### src/rtl/npu_job_launcher.sv
// Job sequencer: accepts a batch command, issues one start pulse per core run and waits for done between runs.
// Optional watchdog/ERR path is built only when NPU_LAUNCH_WATCHDOG_EN is defined.
module npu_job_launcher #(
  parameter int CNT_W          = 8,
  parameter int TIMEOUT_CYCLES = 4096,
  parameter int GAP_CYCLES     = 2
) (
  input  logic             i_clk,
  input  logic             i_rst_n,
  input  logic             i_cmd_valid,
  output logic             o_cmd_ready,
  input  logic [CNT_W-1:0] i_cmd_runs,
  input  logic             i_abort,
  output logic             o_core_start,
  input  logic             i_core_done,
  output logic             o_busy,
  output logic [CNT_W-1:0] o_runs_done,
  output logic             o_batch_done,
  output logic             o_timeout,
  output logic [2:0]       o_state
);

  typedef enum logic [2:0] {
    IDLE   = 3'd0,
    LAUNCH = 3'd1,
    WAIT   = 3'd2,
    GAP    = 3'd3,
    ERR    = 3'd4
  } state_t;

  localparam int GAP_W = (GAP_CYCLES > 1) ? $clog2(GAP_CYCLES) : 1;
  localparam logic [GAP_W-1:0] GAP_LAST = GAP_W'(GAP_CYCLES - 1);

  if (GAP_CYCLES < 1 || TIMEOUT_CYCLES < 1 || CNT_W < 1) begin : g_cfg_check
    $error("npu_job_launcher: CNT_W, GAP_CYCLES and TIMEOUT_CYCLES must all be >= 1");
  end

  state_t           state;
  state_t           state_nxt;
  logic [CNT_W-1:0] runs_lat;
  logic [CNT_W-1:0] runs_done;
  logic             batch_done;
  logic [GAP_W-1:0] gap_cnt;
  logic             accept;
  logic             gap_exit;
  logic             last_run;
  logic             wd_expire;

  assign accept   = i_cmd_valid && (state == IDLE);
  assign last_run = (runs_done == runs_lat);
  // A done level still high at the end of the gap holds the FSM here.
  assign gap_exit = (state == GAP) && (gap_cnt == GAP_LAST) && !i_core_done;

`ifdef NPU_LAUNCH_WATCHDOG_EN
  localparam int WD_W = (TIMEOUT_CYCLES > 1) ? $clog2(TIMEOUT_CYCLES) : 1;
  localparam logic [WD_W-1:0] WD_LAST = WD_W'(TIMEOUT_CYCLES - 1);

  logic [WD_W-1:0] wd_cnt;
  logic            timeout_q;

  assign wd_expire = (state == WAIT) && !i_core_done && (wd_cnt == WD_LAST);

  always_ff @(posedge i_clk) begin
    if (!i_rst_n) begin
      wd_cnt    <= '0;
      timeout_q <= 1'b0;
    end else begin
      if (accept) begin
        timeout_q <= 1'b0;
      end
      if (state == LAUNCH) begin
        wd_cnt <= '0;
      end else if ((state == WAIT) && !i_core_done && !wd_expire) begin
        wd_cnt <= wd_cnt + WD_W'(1);
      end
      // Abort in the expiry cycle wins, so the flag is not raised.
      if (wd_expire && !i_abort) begin
        timeout_q <= 1'b1;
      end
    end
  end

  assign o_timeout = timeout_q;
`else
  assign wd_expire = 1'b0;
  assign o_timeout = 1'b0;
`endif

  always_ff @(posedge i_clk) begin
    if (!i_rst_n) begin
      state <= IDLE;
    end else begin
      state <= state_nxt;
    end
  end

  always_comb begin
    state_nxt = state;
    case (state)
      IDLE: begin
        if (accept && (i_cmd_runs != '0)) begin
          state_nxt = LAUNCH;
        end
      end
      LAUNCH: state_nxt = WAIT;
      WAIT: begin
        if (i_core_done) begin
          state_nxt = GAP;
        end else if (wd_expire) begin
          state_nxt = ERR;
        end
      end
      GAP: begin
        if (gap_exit) begin
          state_nxt = last_run ? IDLE : LAUNCH;
        end
      end
      ERR:     state_nxt = ERR;
      default: state_nxt = IDLE;
    endcase
    if (i_abort && (state != IDLE)) begin
      state_nxt = IDLE;
    end
  end

  always_ff @(posedge i_clk) begin
    if (!i_rst_n) begin
      runs_lat   <= '0;
      runs_done  <= '0;
      batch_done <= 1'b0;
      gap_cnt    <= '0;
    end else begin
      batch_done <= 1'b0;
      case (state)
        IDLE: begin
          if (accept) begin
            runs_lat   <= i_cmd_runs;
            runs_done  <= '0;
            batch_done <= (i_cmd_runs == '0);
          end
        end
        WAIT: begin
          if (i_core_done && !i_abort) begin
            runs_done <= runs_done + CNT_W'(1);
            gap_cnt   <= '0;
          end
        end
        GAP: begin
          if (gap_exit && last_run && !i_abort) begin
            batch_done <= 1'b1;
          end else if (gap_cnt != GAP_LAST) begin
            gap_cnt <= gap_cnt + GAP_W'(1);
          end
        end
        default: ;
      endcase
    end
  end

  assign o_cmd_ready  = (state == IDLE);
  assign o_core_start = (state == LAUNCH);
  assign o_busy       = (state != IDLE);
  assign o_runs_done  = runs_done;
  assign o_batch_done = batch_done;
  assign o_state      = state;

endmodule

### config.mk
export PLATFORM = sky130hd
export DESIGN_NAME = npu_job_launcher
export DESIGN_NICKNAME = d
export VERILOG_FILES = /design/src/rtl/npu_job_launcher.sv
export SDC_FILE = /design/constraint.sdc
export NUM_CORES = 1
export LEC_CHECK = 0
export CAP_MARGIN = 20
export CORE_MARGIN = 3
export CORE_UTILIZATION = 41
export CTS_CLUSTER_SIZE = 30
export DETAILED_ROUTE_END_ITERATION = 8
export PLACE_DENSITY = 0.69
export SYNTH_ARGS = -nofsm -noshare
export SYNTH_HDL_FRONTEND = slang
export SYNTH_SLANG_ARGS = --single-unit
### constraint.sdc
create_clock -name i_clk -period 1.9 [get_ports i_clk]
set_input_delay 0.57 -clock i_clk [delete_from_list [all_inputs] [get_ports i_clk]]
set_output_delay 0.57 -clock i_clk [all_outputs]
set_load 0.005 [all_outputs]
* After elaboration in Yosys (flattened, before gate mapping)
Cells that the tools add are included.
** Word-level totals
- Flip-flop bits (word level) :: 21
- Input bits :: 13
- Output and inout port bits :: 16
- Word-level logic and storage cells :: 55
** Cells by class
- Add/sub/neg operators :: 2
- Eq/ne operators :: 11
- Muxes and demuxes :: 15
- Bitwise logic cells :: 1
- Reductions and logical operators :: 21
** Operators with widths (number)
- two-way mux 8 bit :: 2
- one-hot mux 8 bit (2 select lines) :: 1
- one-hot mux 3 bit (5 select lines) :: 1
- two-way mux 3 bit :: 3
- AND reduction 3 bit :: 3
- adder 8 x 1 -> 8 bit, second input constant :: 1
- == test 8 bit :: 1
- logical AND 1 bit :: 8
- logical NOT 8 bit :: 1
- != test 2 bit, second input constant :: 4
- nonzero test 8 bit :: 1
- == test 3 x 2 -> 1 bit, second input constant :: 2
- two-way mux 1 bit :: 6
- != test 2 x 1 -> 1 bit, second input constant :: 2
- one-hot mux 1 bit (2 select lines) :: 2
- nonzero test 2 bit :: 2
- == test 3 x 1 -> 1 bit, second input constant :: 1
- == test 3 bit, second input constant :: 1
- logical NOT 3 bit :: 1
- nonzero test 3 bit :: 1
- logical NOT 1 bit :: 2
- AND reduction 2 bit :: 1
- OR reduction 2 bit :: 1
- adder 1 bit, second input constant :: 1
- NOT 1 bit :: 1

* Depth between registers and ports, before layout
Gate-level depths: netlist of run 1.
- Depth in word-level cells :: 7
- Gate-level depth with buffers :: 7
- Gate-level depth less buffers :: 5

* Worst setup path before layout of run 1
OpenSTA, ideal clock, no wires.
- Path kind :: input to register
- Start :: input i_abort
- End :: register runs_done[7] (netlist: o_runs_done[7])
- Library setup time :: 0.119 ns
- Arrival :: 1.467 ns
- Setup slack :: 0.314 ns
- Stages on the path :: 5
- Buffers on the path :: 0
- Path through :: nand3b_1 a211o_1 nor3_1 xnor2_1 nor2_1
** On the way
- Word-level cells in the longest chain between the ends :: 4
** Ends and longest elaborated chain
- start, declared :: line 13 : input logic i_abort,
- logical NOT 1 bit :: line 143 : if (i_core_done && !i_abort) begin
- logical AND 1 bit :: line 143
- != test 2 bit (no source line)
- AND reduction 3 bit (no source line)
- end signal, assigned :: line 144 : runs_done <= runs_done + CNT_W'(1);
- end, declared :: line 41 : logic [CNT_W-1:0] runs_done;
Every way passes these cells.
A chain may end at the register's enable or synchronous reset.

* Worst setup path in the final report of run 1
- Start :: register state[1] (netlist: o_state[1])
- End :: output o_busy
** On the way
- Word-level cells in the longest chain between the ends :: 1
** Ends and longest elaborated chain
- start, declared :: line 38 : state_t state;
- start signal, assigned :: line 93 : state <= state_nxt;
- nonzero test 3 bit :: line 162 : assign o_busy = (state != IDLE);
- end, declared :: line 16 : output logic o_busy,
Every way passes these cells.

==> summary.txt, run 1 <==
status: finished clean
vias in the first global route: 1033
crit path time final: 1.82 ns
GRT Util Overall: 16.7%
Ys Warns: 0
ranking of synthesized cells by area: dfxtp_1, nand2_1, xnor2_1
setup bufs post-CTS: 0
Die Wd: 57.7 um
effective utilization at floorplan: 43.9%
critical path's slowest cell: or3_4
crit start category: flop
Post-Syn Instances: 131
pwr dens: 602 mW/mm^2
final core utilization: 61.8%
Slew Limit Fails: 0
Yosys reg bits: 21
Row Count: 18
largest area contributor in the synthesized netlist: dfxtp_1
# nets final: 190
critical path cell sequence: or3_4, clkdlybuf4s15_1
count leader, synth: nand2_1
Hold Slack: 0.464 ns
ys async rst share: 0%
crit path launch: o_state[1]
io pins: 29
clk buf depth: 2
Final setup viols: 0
cts hold-fix bufs: 0
Worst Path Buf+Inv: 1
Worst-path clk slew: 0.12 ns
initial antenna violation count: 0
total CTS buffers: 3
DP Wirelength: 2140 um
PortBufs: 27
Worst setup EP type: output port
Clock Sinks: 21
Max-Cap Viols: 0
commonest register cell after synthesis: dfxtp_1
unrepaired setup endpoints after global routing: false
Worst Min Path Start: gap_cnt
layout cell share with drive strength beyond 1: 20.6%
CP max stage delay: 0.39 ns
Layout area overhead: 40.7%
worst path arrival time: 1.25 ns
Post-synth top cells: nand2_1, dfxtp_1, nor2_1
initial DRC count: 30
placed cells: 201
CP top delay family: simple AND/OR/NAND/NOR gates
htree depth: 1
Post-Syn Area: 0.00110 mm^2
first-pass GRT wire length: 4360 um
gpl congestion: 0.865
Mapped Nets: 145
CP Data Required Time: 1.33 ns
Diodes inserted: 0
Max VDD drop: 0.000350 V
largest net degree at the start of global routing: 13
Overflow after GRT: 0
Mean Syn Cell Area: 8.38 um^2
CP max FO: 2
wirelength, routed: 2660 um
vias: 1038
worst r2r src: o_state[1]
Final WS setup: 0.0764 ns
Post-synth EDFFs: 0
post-CTS resize count: 8
sequential area share after synthesis: 38.3%
setup tns final: 0 ns
CTS tree: built
fmax: 548 MHz
non-filler cells, final: 205
post-synth top area share: 38.3%
Routed Antenna Nets: 0
DRC Markers: 0
Die Ht: 57.7 um
core area: 0.00250 mm^2
WS Path Type: flop to output port
period utilization: 96.0%
Placed Instance Area: 0.00150 mm^2
Design Area, Final: 0.00154 mm^2
final hold violation count: 0
WL per Instance: 13.0 um
Initial DRT Pass Iterations: 4
Root Buffer: clkbuf_4
leakage power: 0.610 nW
pre-CTS WS: -0.218 ns
clk_lat worst skew: 0.30 ns
clock skew: 0.00139 ns
total power: 0.929 mW
Yosys cell types: 37
min-delay worst type: flop to flop
Die Footprint: 0.00333 mm^2
vias per cell: 5.06
power breakdown:
group          internal [mW]  leakage, nW  total, mW  switching, mW
Clock                 0.0786       0.0177      0.219          0.140
Sequential             0.461        0.174      0.476         0.0153
Combinational          0.129        0.418      0.234          0.106
tightest hold or removal path, delay by kind of cell (launching register included):
family	cells	cell delay, ns
simple gates	1	0.05
flops	1	0.33
compound gates	1	0.05
registers in the layout (all words and copies together) (netlist names):
| signal | count |
|---|---|
| o_batch_done | 1 |
| o_runs_done | 8 |
| o_state | 3 |
| runs_lat | 8 |
| gap_cnt | 1 |
cells by family after synthesis:
group                      count (synthesis)  synth area share (%)
muxes                                      1                 0.912
and+or+nand+nor                           67                  29.6
other                                      1                 0.342
xor gates and xnor gates                  14                  11.2
buffers and inverters                      7                  4.67
AOI/OAI and AO/OA                         19                  13.8
adders and majority gates                  1                  1.14
DFF                                       21                  38.3
layout by cell type, fill, tap and decap left out, types with 3 or more instances in the layout:
| cell | count |
|---|---|
| a21boi_1 | 8 |
| buf_4 | 17 |
| clkbuf_4 | 3 |
| clkdlybuf4s50_1 | 22 |
| dfxtp_1 | 14 |
| dfxtp_2 | 7 |
| nand2_1 | 26 |
| nand2b_1 | 5 |
| nand3_1 | 3 |
| nand4_1 | 5 |
| nor2_1 | 14 |
| nor3_1 | 3 |
| xnor2_1 | 11 |
| xor2_1 | 3 |
area by class of cell:
type / instances / area, um^2
Fill cell: 229 / 956
Inverter: 1 / 5.00
Tap cell: 30 / 37.5
Clock buffer: 3 / 22.5
Clock inverter: 1 / 5.00
Timing Repair Buffer: 46 / 419
Multi-Input combinational cell: 103 / 626
Sequential cell: 21 / 429
final timing paths:
kind / end / slack, ns / depth (start not counted)
setup / recovery: o_busy / 0.08 / 2
hold / removal: gap_cnt / 0.46 / 2
setup reg to reg: o_runs_done[5] / 0.38 / 6
hold reg to reg: gap_cnt / 0.46 / 2
metal layers:
metal / GRT usage [%] / vias up / wire (um)
met4: 8.61 / 0 / 11
met5: 0 / - / 0
met2: 28.9 / 34 / 1330
li1: - / 533 / -
met3: 3.12 / 2 / 124
met1: 19.4 / 469 / 1200
(Power assumes the default switching activity.)
==> inputs of run 2 (changes only) <==
--- a/config.mk
+++ b/config.mk
@@ -7,10 +7,10 @@
 export LEC_CHECK = 0
 export CAP_MARGIN = 20
 export CORE_MARGIN = 3
-export CORE_UTILIZATION = 41
+export CORE_UTILIZATION = 40
 export CTS_CLUSTER_SIZE = 30
 export DETAILED_ROUTE_END_ITERATION = 8
-export PLACE_DENSITY = 0.69
+export PLACE_DENSITY = 0.68
 export SYNTH_ARGS = -nofsm -noshare
 export SYNTH_HDL_FRONTEND = slang
 export SYNTH_SLANG_ARGS = --single-unit
==> summary.txt, run 2 (same netlist as run 1, synthesis figures left out) <==
Initial DRT Pass Iterations: 4 (unchanged)
first-pass GRT wire length: 4600 um (was 4360 um)
cts hold-fix bufs: 0 (unchanged)
core area: 0.00254 mm^2 (was 0.00250 mm^2)
final hold violation count: 0 (unchanged)
Overflow after GRT: 0 (unchanged)
crit start category: flop (unchanged)
clock skew: 0.00869 ns (was 0.00139 ns)
FF+latch area: 427 um^2 (was 429 um^2)
Max VDD drop: 0.000363 V (was 0.000350 V)
non-filler cells, final: 206 (was 205)
period utilization: 98.5% (was 96.0%)
most frequent cells in the layout: nand2_1, clkdlybuf4s50_1, buf_4 (unchanged)
initial antenna violation count: 0 (unchanged)
Row Count: 18 (unchanged)
GRT Util Overall: 17.0% (was 16.7%)
total CTS buffers: 3 (unchanged)
CTS tree: built (unchanged)
Slew Limit Fails: 0 (unchanged)
largest net degree at the start of global routing: 12 (was 13)
vias in the first global route: 1058 (was 1033)
io pins: 29 (unchanged)
PortBufs: 27 (unchanged)
crit path time final: 1.87 ns (was 1.82 ns)
Die Footprint: 0.00341 mm^2 (was 0.00333 mm^2)
vias: 1052 (was 1038)
vias per cell: 5.11 (was 5.06)
Final setup viols: 0 (unchanged)
CP Data Required Time: 1.33 ns (about the same)
Worst-path clk slew: 0.12 ns (about the same)
min-delay worst type: flop to flop (unchanged)
pwr dens: 608 mW/mm^2 (was 602 mW/mm^2)
wirelength, routed: 2620 um (was 2660 um)
setup tns final: 0 ns (unchanged)
# fillers: 236 (was 229)
WS Path Type: flop to output port (unchanged)
CP max FO: 2 (unchanged)
gpl congestion: 0.841 (was 0.865)
status: finished clean (unchanged)
clk_lat worst skew: 0.29 ns (was 0.30 ns)
WL per Instance: 12.7 um (was 13.0 um)
placed cells: 200 (was 201)
effective utilization at floorplan: 43.1% (was 43.9%)
final core utilization: 61.0% (was 61.8%)
Clock Sinks: 21 (unchanged)
Routed Antenna Nets: 0 (unchanged)
leakage power: 0.600 nW (was 0.610 nW)
Layout area overhead: 41.4% (was 40.7%)
# nets final: 191 (was 190)
clk buf depth: 2 (unchanged)
Die Wd: 58.4 um (was 57.7 um)
DP Wirelength: 2090 um (was 2140 um)
Root Buffer: clkbuf_4 (unchanged)
worst path arrival time: 1.30 ns (was 1.25 ns)
htree depth: 1 (unchanged)
DRC Markers: 0 (unchanged)
initial DRC count: 26 (was 30)
Die Ht: 58.4 um (was 57.7 um)
area of the multi-input gates: 631 um^2 (was 626 um^2)
commonest non-fill, non-tap cell in the layout: nand2_1 (unchanged)
Max-Cap Viols: 0 (unchanged)
unrepaired setup endpoints after global routing: true (was false)
Diodes inserted: 0 (unchanged)
fmax: 534 MHz (was 548 MHz)
layout cell share with drive strength beyond 1: 21.0% (was 20.6%)
Worst setup EP type: output port (unchanged)
## run 2: metrics by stage
| stage | total power [mW] | instance area, um^2 | setup slack (ns) | hold slack [ns] |
|---|---|---|---|---|
| CTS | 0.946 | 1540 | -0.0643 | 0.462 |
| floorplan | 0.615 | 1100 | 0.314 | 0.430 |
| global placement | 0.727 | 1490 | -0.174 | 0.439 |
| finish | 0.944 | 1550 | 0.0285 | 0.457 |
| detailed placement | 0.728 | 1490 | -0.225 | 0.445 |
| global route | 0.999 | 1550 | -0.0309 | 0.498 |
## run 2: routing by layer
metal	wire length [um]	global-route usage (%)	part of all wire (%)
met1	1210	22.4	46
met2	1280	29.5	49
met5	0	0	0
met4	15	2.98	0.57
met3	110	2.63	4.2
## run 2: what timing repair did
| action | CTS | global route |
|---|---|---|
| gates resized for setup | 10 | 13 |
| setup endpoints to repair | 5 | 8 |
| buffers inserted | 2 | 0 |
| pin swaps | 0 | 1 |
## run 2: worst paths after layout
path	from	end	slack [ns]	cells past startpoint
hold / removal	gap_cnt	gap_cnt	0.46	2
setup reg to reg	o_state[0]	runs_lat[0]	0.33	8
hold reg to reg	gap_cnt	gap_cnt	0.46	2
setup / recovery	o_state[0]	o_cmd_ready	0.03	4
## run 2: cell type report
type                       count  area share [%]
multi-input combinational    103            40.6
sequential                    21            27.5
timing repair buffer          47            27.3
tap                           30            2.42
clock buffer                   4            1.69
inverter                       1           0.403
## run 2: critical path: stages (launching register included)
cell and delay (ns):
dfxtp_2 0.35, buf_6 0.11, or3_4 0.40, inv_4 0.06
buf_6 0.08
## run 2: power breakdown
group | internal (mW) | switching, mW | leakage (nW) | total, mW
logic | 0.140 | 0.114 | 0.412 | 0.254
clock network | 0.0815 | 0.133 | 0.0150 | 0.215
registers | 0.461 | 0.0142 | 0.173 | 0.475
total | 0.683 | 0.262 | 0.600 | 0.944
